`src/rtl/instr_fetch_unit_if.sv`:
```
// Fetch-side bus bundle: program memory read port, IR load port and the
// controller's execute-complete / jump handshake.
interface instr_fetch_unit_if #(
    parameter int DATA_WIDTH = 8,
    parameter int ADDR_WIDTH = 5
);
    logic [ADDR_WIDTH-1:0] mem_addr;
    logic                  mem_rd;
    logic                  mem_rdy;
    logic [DATA_WIDTH-1:0] mem_data;
    logic [DATA_WIDTH-1:0] ir_data;
    logic                  ir_load;
    logic                  exec_done;
    logic                  jmp_en;
    logic [ADDR_WIDTH-1:0] jmp_addr;

    // Fetch unit side
    modport master (
        output mem_addr, mem_rd, ir_data, ir_load,
        input  mem_rdy, mem_data, exec_done, jmp_en, jmp_addr
    );

    // Memory / IR / controller side
    modport slave (
        input  mem_addr, mem_rd, ir_data, ir_load,
        output mem_rdy, mem_data, exec_done, jmp_en, jmp_addr
    );
endinterface

```
`src/rtl/instr_fetch_unit.sv`:
```
// Instruction fetch sequencer: owns the PC, reads program memory, hands each
// word to the IR with a one-cycle load strobe, then waits for the controller
// to finish executing it. A memory that never answers parks the unit in ERR.
module instr_fetch_unit #(
    parameter int DATA_WIDTH = 8,
    parameter int ADDR_WIDTH = 5,
    parameter int TIMEOUT    = 15
) (
    input  logic                  clk,
    input  logic                  rst_n,
    input  logic                  start,
    input  logic                  halt,
    instr_fetch_unit_if.master    bus,
    output logic [ADDR_WIDTH-1:0] pc,
    output logic                  busy,
    output logic                  fetch_err
);
    localparam int TW = (TIMEOUT > 1) ? $clog2(TIMEOUT) : 1;

    typedef enum logic [2:0] {
        S_IDLE,
        S_REQ,
        S_LOAD,
        S_EXEC,
        S_ERR
    } state_t;

    state_t                state_reg,   state_next;
    logic [ADDR_WIDTH-1:0] pc_reg,      pc_next;
    logic [DATA_WIDTH-1:0] ir_data_reg, ir_data_next;
    logic [TW-1:0]         timer_reg,   timer_next;
    logic                  err_reg,     err_next;

    // State and datapath registers; reset wins over everything
    always_ff @(posedge clk) begin
        if (!rst_n) begin
            state_reg   <= S_IDLE;
            pc_reg      <= '0;
            ir_data_reg <= '0;
            timer_reg   <= '0;
            err_reg     <= 1'b0;
        end else begin
            state_reg   <= state_next;
            pc_reg      <= pc_next;
            ir_data_reg <= ir_data_next;
            timer_reg   <= timer_next;
            err_reg     <= err_next;
        end
    end

    // Next-state, PC update, fetch capture and timeout tracking
    always_comb begin
        state_next   = state_reg;
        pc_next      = pc_reg;
        ir_data_next = ir_data_reg;
        timer_next   = timer_reg;
        err_next     = err_reg;
        case (state_reg)
            S_IDLE: begin
                if (start && !halt) begin
                    state_next = S_REQ;
                    timer_next = '0;
                end
            end
            S_REQ: begin
                // A response in the last allowed cycle still beats the timeout
                if (bus.mem_rdy) begin
                    ir_data_next = bus.mem_data;
                    state_next   = S_LOAD;
                end else if (timer_reg == TW'(TIMEOUT - 1)) begin
                    state_next = S_ERR;
                    err_next   = 1'b1;
                end else begin
                    timer_next = timer_reg + TW'(1);
                end
            end
            S_LOAD: begin
                pc_next    = pc_reg + ADDR_WIDTH'(1);
                state_next = S_EXEC;
            end
            S_EXEC: begin
                if (bus.exec_done) begin
                    if (bus.jmp_en) begin
                        pc_next = bus.jmp_addr;
                    end
                    if (halt) begin
                        state_next = S_IDLE;
                    end else begin
                        state_next = S_REQ;
                        timer_next = '0;
                    end
                end
            end
            S_ERR: begin
                err_next = 1'b1;
            end
            default: begin
                state_next = S_IDLE;
            end
        endcase
    end

    assign bus.mem_addr = pc_reg;
    assign bus.mem_rd   = (state_reg == S_REQ);
    assign bus.ir_load  = (state_reg == S_LOAD);
    assign bus.ir_data  = ir_data_reg;
    assign pc           = pc_reg;
    assign busy         = (state_reg != S_IDLE) && (state_reg != S_ERR);
    assign fetch_err    = err_reg;
endmodule
```
`src/flat_wrapper.sv`:
```
// flat-port wrapper written by rule: the top's interface ports become plain ports
module instr_fetch_unit_flat 
#(
    parameter int DATA_WIDTH = 8,
    parameter int ADDR_WIDTH = 5,
    parameter int TIMEOUT    = 15
)
  (clk, rst_n, start, halt, pc, busy, fetch_err, bus_mem_addr, bus_mem_rd, bus_ir_data, bus_ir_load, bus_mem_rdy, bus_mem_data, bus_exec_done, bus_jmp_en, bus_jmp_addr);
  instr_fetch_unit_if #(.DATA_WIDTH(DATA_WIDTH), .ADDR_WIDTH(ADDR_WIDTH)) bus_i ();
  input  logic clk;
  input  logic rst_n;
  input  logic start;
  input  logic halt;
  output logic [ADDR_WIDTH-1:0] pc;
  output logic busy;
  output logic fetch_err;
  output wire logic [$bits(bus_i.mem_addr)-1:0] bus_mem_addr;
  output wire logic [$bits(bus_i.mem_rd)-1:0] bus_mem_rd;
  output wire logic [$bits(bus_i.ir_data)-1:0] bus_ir_data;
  output wire logic [$bits(bus_i.ir_load)-1:0] bus_ir_load;
  input wire logic [$bits(bus_i.mem_rdy)-1:0] bus_mem_rdy;
  input wire logic [$bits(bus_i.mem_data)-1:0] bus_mem_data;
  input wire logic [$bits(bus_i.exec_done)-1:0] bus_exec_done;
  input wire logic [$bits(bus_i.jmp_en)-1:0] bus_jmp_en;
  input wire logic [$bits(bus_i.jmp_addr)-1:0] bus_jmp_addr;
  assign bus_mem_addr = bus_i.mem_addr;
  assign bus_mem_rd = bus_i.mem_rd;
  assign bus_ir_data = bus_i.ir_data;
  assign bus_ir_load = bus_i.ir_load;
  assign bus_i.mem_rdy = bus_mem_rdy;
  assign bus_i.mem_data = bus_mem_data;
  assign bus_i.exec_done = bus_exec_done;
  assign bus_i.jmp_en = bus_jmp_en;
  assign bus_i.jmp_addr = bus_jmp_addr;
  instr_fetch_unit #(.DATA_WIDTH(DATA_WIDTH), .ADDR_WIDTH(ADDR_WIDTH), .TIMEOUT(TIMEOUT)) u_core (.clk(clk), .rst_n(rst_n), .start(start), .halt(halt), .bus(bus_i), .pc(pc), .busy(busy), .fetch_err(fetch_err));
endmodule
```
`config.mk`:
```
export PLATFORM = sky130hd
export DESIGN_NAME = instr_fetch_unit_flat
export DESIGN_NICKNAME = d
export VERILOG_FILES = /design/src/rtl/instr_fetch_unit_if.sv /design/src/rtl/instr_fetch_unit.sv /design/src/flat_wrapper.sv
export SDC_FILE = /design/constraint.sdc
export NUM_CORES = 1
export LEC_CHECK = 0
export BUFFER_PORTS_ARGS = -buffer_cell sky130_fd_sc_hd__buf_2
export CAP_MARGIN = 20
export CORE_AREA = 2 2 52 54
export DETAILED_ROUTE_END_ITERATION = 7
export DIE_AREA = 0 0 54 56
export GPL_TIMING_DRIVEN = 0
export HOLD_SLACK_MARGIN = 0.03
export PLACE_DENSITY = 0.76
export SKIP_LAST_GASP = 1
export SLEW_MARGIN = 40
export SYNTH_ARGS = -nofsm -noshare
export SYNTH_HDL_FRONTEND = slang
export SYNTH_SLANG_ARGS = --single-unit
```
`constraint.sdc`:
```
create_clock -name clk -period 1.7 [get_ports clk]
set_input_delay 0.34 -clock clk [delete_from_list [all_inputs] [get_ports clk]]
set_output_delay 0.34 -clock clk [all_outputs]
set_load 0.02 [all_outputs]
```
# Yosys cells after proc, flatten, opt, wreduce, memory -nomap -nowiden
# Index checks and enable logic that the tools add are counted.
# classes
addsub,2
n_mul,0
n_div,0
n_lt_le_gt_ge,0
eq_ne,14
n_shift,0
n_mux,18
n_bitwise,1
reduce_logical,13
# ops
op,count
4-bit 2-to-1 mux,5
3-bit one-hot mux with 5 select lines,1
3-bit 2-to-1 mux,4
4-bit one-hot mux with 3 select lines,1
5-bit 2-to-1 mux,2
"2-bit != test, second input constant",5
5-bit one-hot mux with 2 select lines,1
"3-bit by 2-bit == test with 1-bit output, second input constant",2
3-bit AND reduction,2
6-bit AND reduction,1
3-bit nonzero test,2
"5-bit by 1-bit adder with 5-bit output, second input constant",1
"4-bit by 1-bit adder with 4-bit output, second input constant",1
"4-bit == test, second input constant",1
"2-bit by 1-bit != test with 1-bit output, second input constant",2
4-bit AND reduction,1
2-bit nonzero test,2
"3-bit by 1-bit == test with 1-bit output, second input constant",1
"3-bit == test, second input constant",1
3-bit zero test,1
1-bit 2-to-1 mux,3
"3-bit by 1-bit != test with 1-bit output, second input constant",1
"3-bit != test, second input constant",1
1-bit logical AND,2
4 further kinds,4
# totals
reg_bits,21
latch_bits,0
mem_bits_rw,0
romBits,0
input_bits,20
output_inout_bits,22
word_cells,53
memories,0

# Depth between registers and ports, before layout
# logic_depth
depth_word,4
depth_mapped,6
ltp_nobuf,6

# Worst setup path after synthesis
# No wires, ideal clock.
# synth_timing
kind,register to register
startpoint,reg u_core.timer_reg[0]
endpoint,reg u_core.timer_reg[3]
setup_time_ns,0.116
t_arrival_ns,1.409
slack_ns,0.175
path_stages_with_launch,7
period_less_slack_ns,1.525
path_cell_list,dfxtp_1 > inv_1 > ha_1 > a31oi_1 > nand4_1 > mux2i_1 > a31o_2
# synth_via
elab_chain_cells,4
word_cells_on_any_way,7
# synth_lines
item,line,rtl
from (decl),instr_fetch_unit.sv:31,"logic [TW-1:0] timer_reg, timer_next;"
from (signal assigned),instr_fetch_unit.sv:46,timer_reg <= timer_next;
4-bit by 1-bit adder with 4-bit output,instr_fetch_unit.sv:74,timer_next = timer_reg + TW'(1);
4-bit 2-to-1 mux,instr_fetch_unit.sv:70,end else if (timer_reg == TW'(TIMEOUT - 1)) begin
4-bit 2-to-1 mux,instr_fetch_unit.sv:67,if (bus.mem_rdy) begin
4-bit one-hot mux with 3 select lines,instr_fetch_unit.sv:58,case (state_reg)
# Several ways; a longest one is shown, not always the timed one. The select of a mux whose other input is x is not followed.
# A chain may end at the register's enable or synchronous reset.

# Worst setup path after layout
# layout_timing
startpoint,reg u_core.state_reg[2]
endpoint,out bus_ir_load
# layout_via
elab_chain_cells,1
# layout_lines
item,line,rtl
from (decl),instr_fetch_unit.sv:28,"state_t state_reg, state_next;"
from (signal assigned),instr_fetch_unit.sv:43,state_reg <= state_next;
3-bit by 2-bit == test with 1-bit output,instr_fetch_unit.sv:105,assign bus.ir_load = (state_reg == S_LOAD);
to (decl),flat_wrapper.sv:20,output wire logic [$bits(bus_i.ir_load)-1:0] bus_ir_load;
# Every way passes these cells.

==> out/results.txt <==
Rows -> 18
sequential share of power -> 0.563
Worst setup EP type -> primary output
Final min period -> 1.62 ns
Arrival @ worst endpoint -> 1.28 ns
RSZ-0062 raised after global routing -> false
Syn Inst Count -> 134
internal power -> 0.656 mW
critical-path cell list -> buf_6 > nand2b_4 > nor2_1 > buf_2
final net count -> 203
max reg flops -> 8
via/cell ratio -> 5.28
Worst-path clk slew -> 0.12 ns
Detail Route Antenna Nets -> 0
sw power -> 0.250 mW
Clock power frac -> 0.271
final wirelength -> 2560 microns
CP max stage delay -> 0.37 ns
vias -> 1,103
Worst Max-Slew Pin Slew -> 0.410 ns
dpl ws -> -0.00731 ns
CTS Root Cell -> clkbuf_4
leakage -> 0.647 nW
area leader, netlist -> dfxtp_1
CP top delay family -> flip-flops
Hold Slack -> 0.259 ns
async set-reset flop share out of synthesis -> 0
design area -> 1420 sq um
final worst path period share -> 0.956
power share of the combinational group -> 0.165
DIE HEIGHT -> 56 microns
syn nets -> 157
syn avg cell area -> 8.46 sq um
status -> finished, final reports clean
critical path class -> flop to primary output
Worst Setup Start Kind -> flop
Clock Path Buffers -> 2
most frequent cell after synthesis -> nand2_1
FF+latch count, synth -> 21
largest net degree at the start of global routing -> 13
CP required -> 1.36 ns
min setup slack post-route -> 0.0754 ns
Synth top area share -> 0.371
Cell Pwr Density -> 637 nW/um^2
Area contributors post-synth -> dfxtp_1, nand2_1, a21oi_1
Ports -> 42
dpl cell area -> 1370 sq um
Yosys warning total -> 0
vias in the first global route -> 983
clock sink count -> 21
Worst-Skew Late Latency -> 0.30 ns
share of cells above drive strength 1 -> 0.402
worst vdd ir -> 0.000454 V
Post-synth top flop -> dfxtp_1
DRT Pass-1 Iters -> 4
Final Hold Viols -> 0
initial antenna violation count -> 0
GRT Util Overall -> 0.183
first-pass GRT wire length -> 4280 microns
final RePlAce weighted congestion -> 0.813
initial drt markers -> 19
Buf/Inv on CP -> 2
Pwr Total -> 0.906 mW
TritonCTS buffer count -> 3
Rel. slew slack -> 0.727
number of synthesized flops with an enable pin -> 0
placed cell count -> 204
Finished Layout Cells -> 209
Die Wd -> 54 microns
Max stage delay cell, worst path -> dfxtp_1
Area Overhead vs Synth -> 25.5%
Overflow after GRT -> 0
Final setup viols -> 0
Max-Cap Viols -> 0
synth cell count leaders -> nand2_1, dfxtp_1, a21oi_1, buf_4
Critical Path Fanout Max -> 10
fin. max-slew vios -> 0
Max Clock Freq -> 0.616 GHz
Seq/Total Area, Yosys -> 0.371
H-tree depth -> 1
CORE AREA -> 2430 sq um
DP HPWL -> 1980 microns
Initial Util -> 0.466
Clock Skews -> 0.00135 ns
CTS tree -> built
DRC -> 0
HP Class -> primary input to flop
Post-Syn Area -> 1130 sq um
Port Buf Inserts -> 40
DIE AREA -> 3020 sq um
Netlist cell types -> 38
switch share -> 0.276
wire length per cell -> 12.2 microns
number of diodes -> 0
==> timing repair <==
action                                  in CTS  in global routing
resized for setup                            1                  2
endpoints found under the setup margin       2                  2
setup buffers                                1                  0
hold buffers                                 0                  0
==> through the flow <==
step	TNS (ns)	utilization
final	0	0.585
after global routing	0	0.585
after CTS	0	0.581
after detailed placement	-0.00731	0.564
after global placement	0	0.564
after floorplan	0	-
==> placed cells by master (no fill, tap or decap), types with 3 or more instances in the layout <==
cell and count:
buf_4 9, a21oi_1 14, nand3_1 5, nor2_1 5, a31o_2 3, and2_1 3
buf_2 42, dfxtp_1 21, o21a_1 3, nand4_1 3, nand2_1 25, o22ai_1 4
clkbuf_4 3, mux2i_1 3, ha_1 3
==> area by class of cell <==
cell class | count | area, sq um
plain buffers | 12 | 92.6
fillers | 255 | 1010
clock inverters | 1 | 5.00
repair buffers | 41 | 208
multi-input cells | 98 | 626
clock buffers | 3 | 22.5
well taps | 30 | 37.5
inverters | 3 | 11.3
flip-flops and latches | 21 | 420
==> worst register-to-register path, cell delays in order, from the launching register on <==
cell	delay, ns
dfxtp_1	0.41
inv_1	0.07
ha_1	0.24
a31oi_4	0.26
nand4_1	0.16
mux2i_1	0.15
a31o_2	0.21
==> final timing paths <==
path         slack (ns)  cells after the start                    end             startpoint
max reg2reg        0.10                      6    u_core.timer_reg[3]    u_core.timer_reg[0]
max                0.08                      4            bus_ir_load    u_core.state_reg[2]
min reg2reg        0.46                      2  u_core.bus.ir_data[5]  u_core.bus.ir_data[5]
min                0.26                      3  u_core.bus.ir_data[2]        bus_mem_data[2]
==> layer usage <==
| layer | GRT usage | vias to the layer above | share of wire |
|---|---|---|---|
| met1 | 0.235 | 501 | 0.43 |
| met3 | 0.0242 | 6 | 0.048 |
| met4 | 0.0429 | 0 | 0.012 |
| li1 | - | 562 | - |
| met2 | 0.314 | 34 | 0.51 |
| met5 | 0 | - | 0 |
==> cells by family after synthesis <==
group | count (synthesis) | synth area share
and+or+nand+nor | 54 | 0.253
AOI/OAI and AO/OA | 38 | 0.225
DFF | 21 | 0.371
buffers and inverters | 15 | 0.0916
muxes | 3 | 0.0265
adders and majority gates | 3 | 0.0331
==> power groups by stage <==
| stage | Combinational [mW] | Clock (mW) | Sequential [mW] |
|---|---|---|---|
| 6_report | 0.150 | 0.246 | 0.511 |
| 5_1_grt | 0.166 | 0.279 | 0.512 |
| 4_1_cts | 0.149 | 0.258 | 0.511 |
| 3_5_place_dp | 0.144 | 0 | 0.522 |
| 3_3_place_gp | 0.141 | 0 | 0.521 |
| 2_1_floorplan | 0.0835 | 0 | 0.531 |
Power figures use the tool's default switching activity.
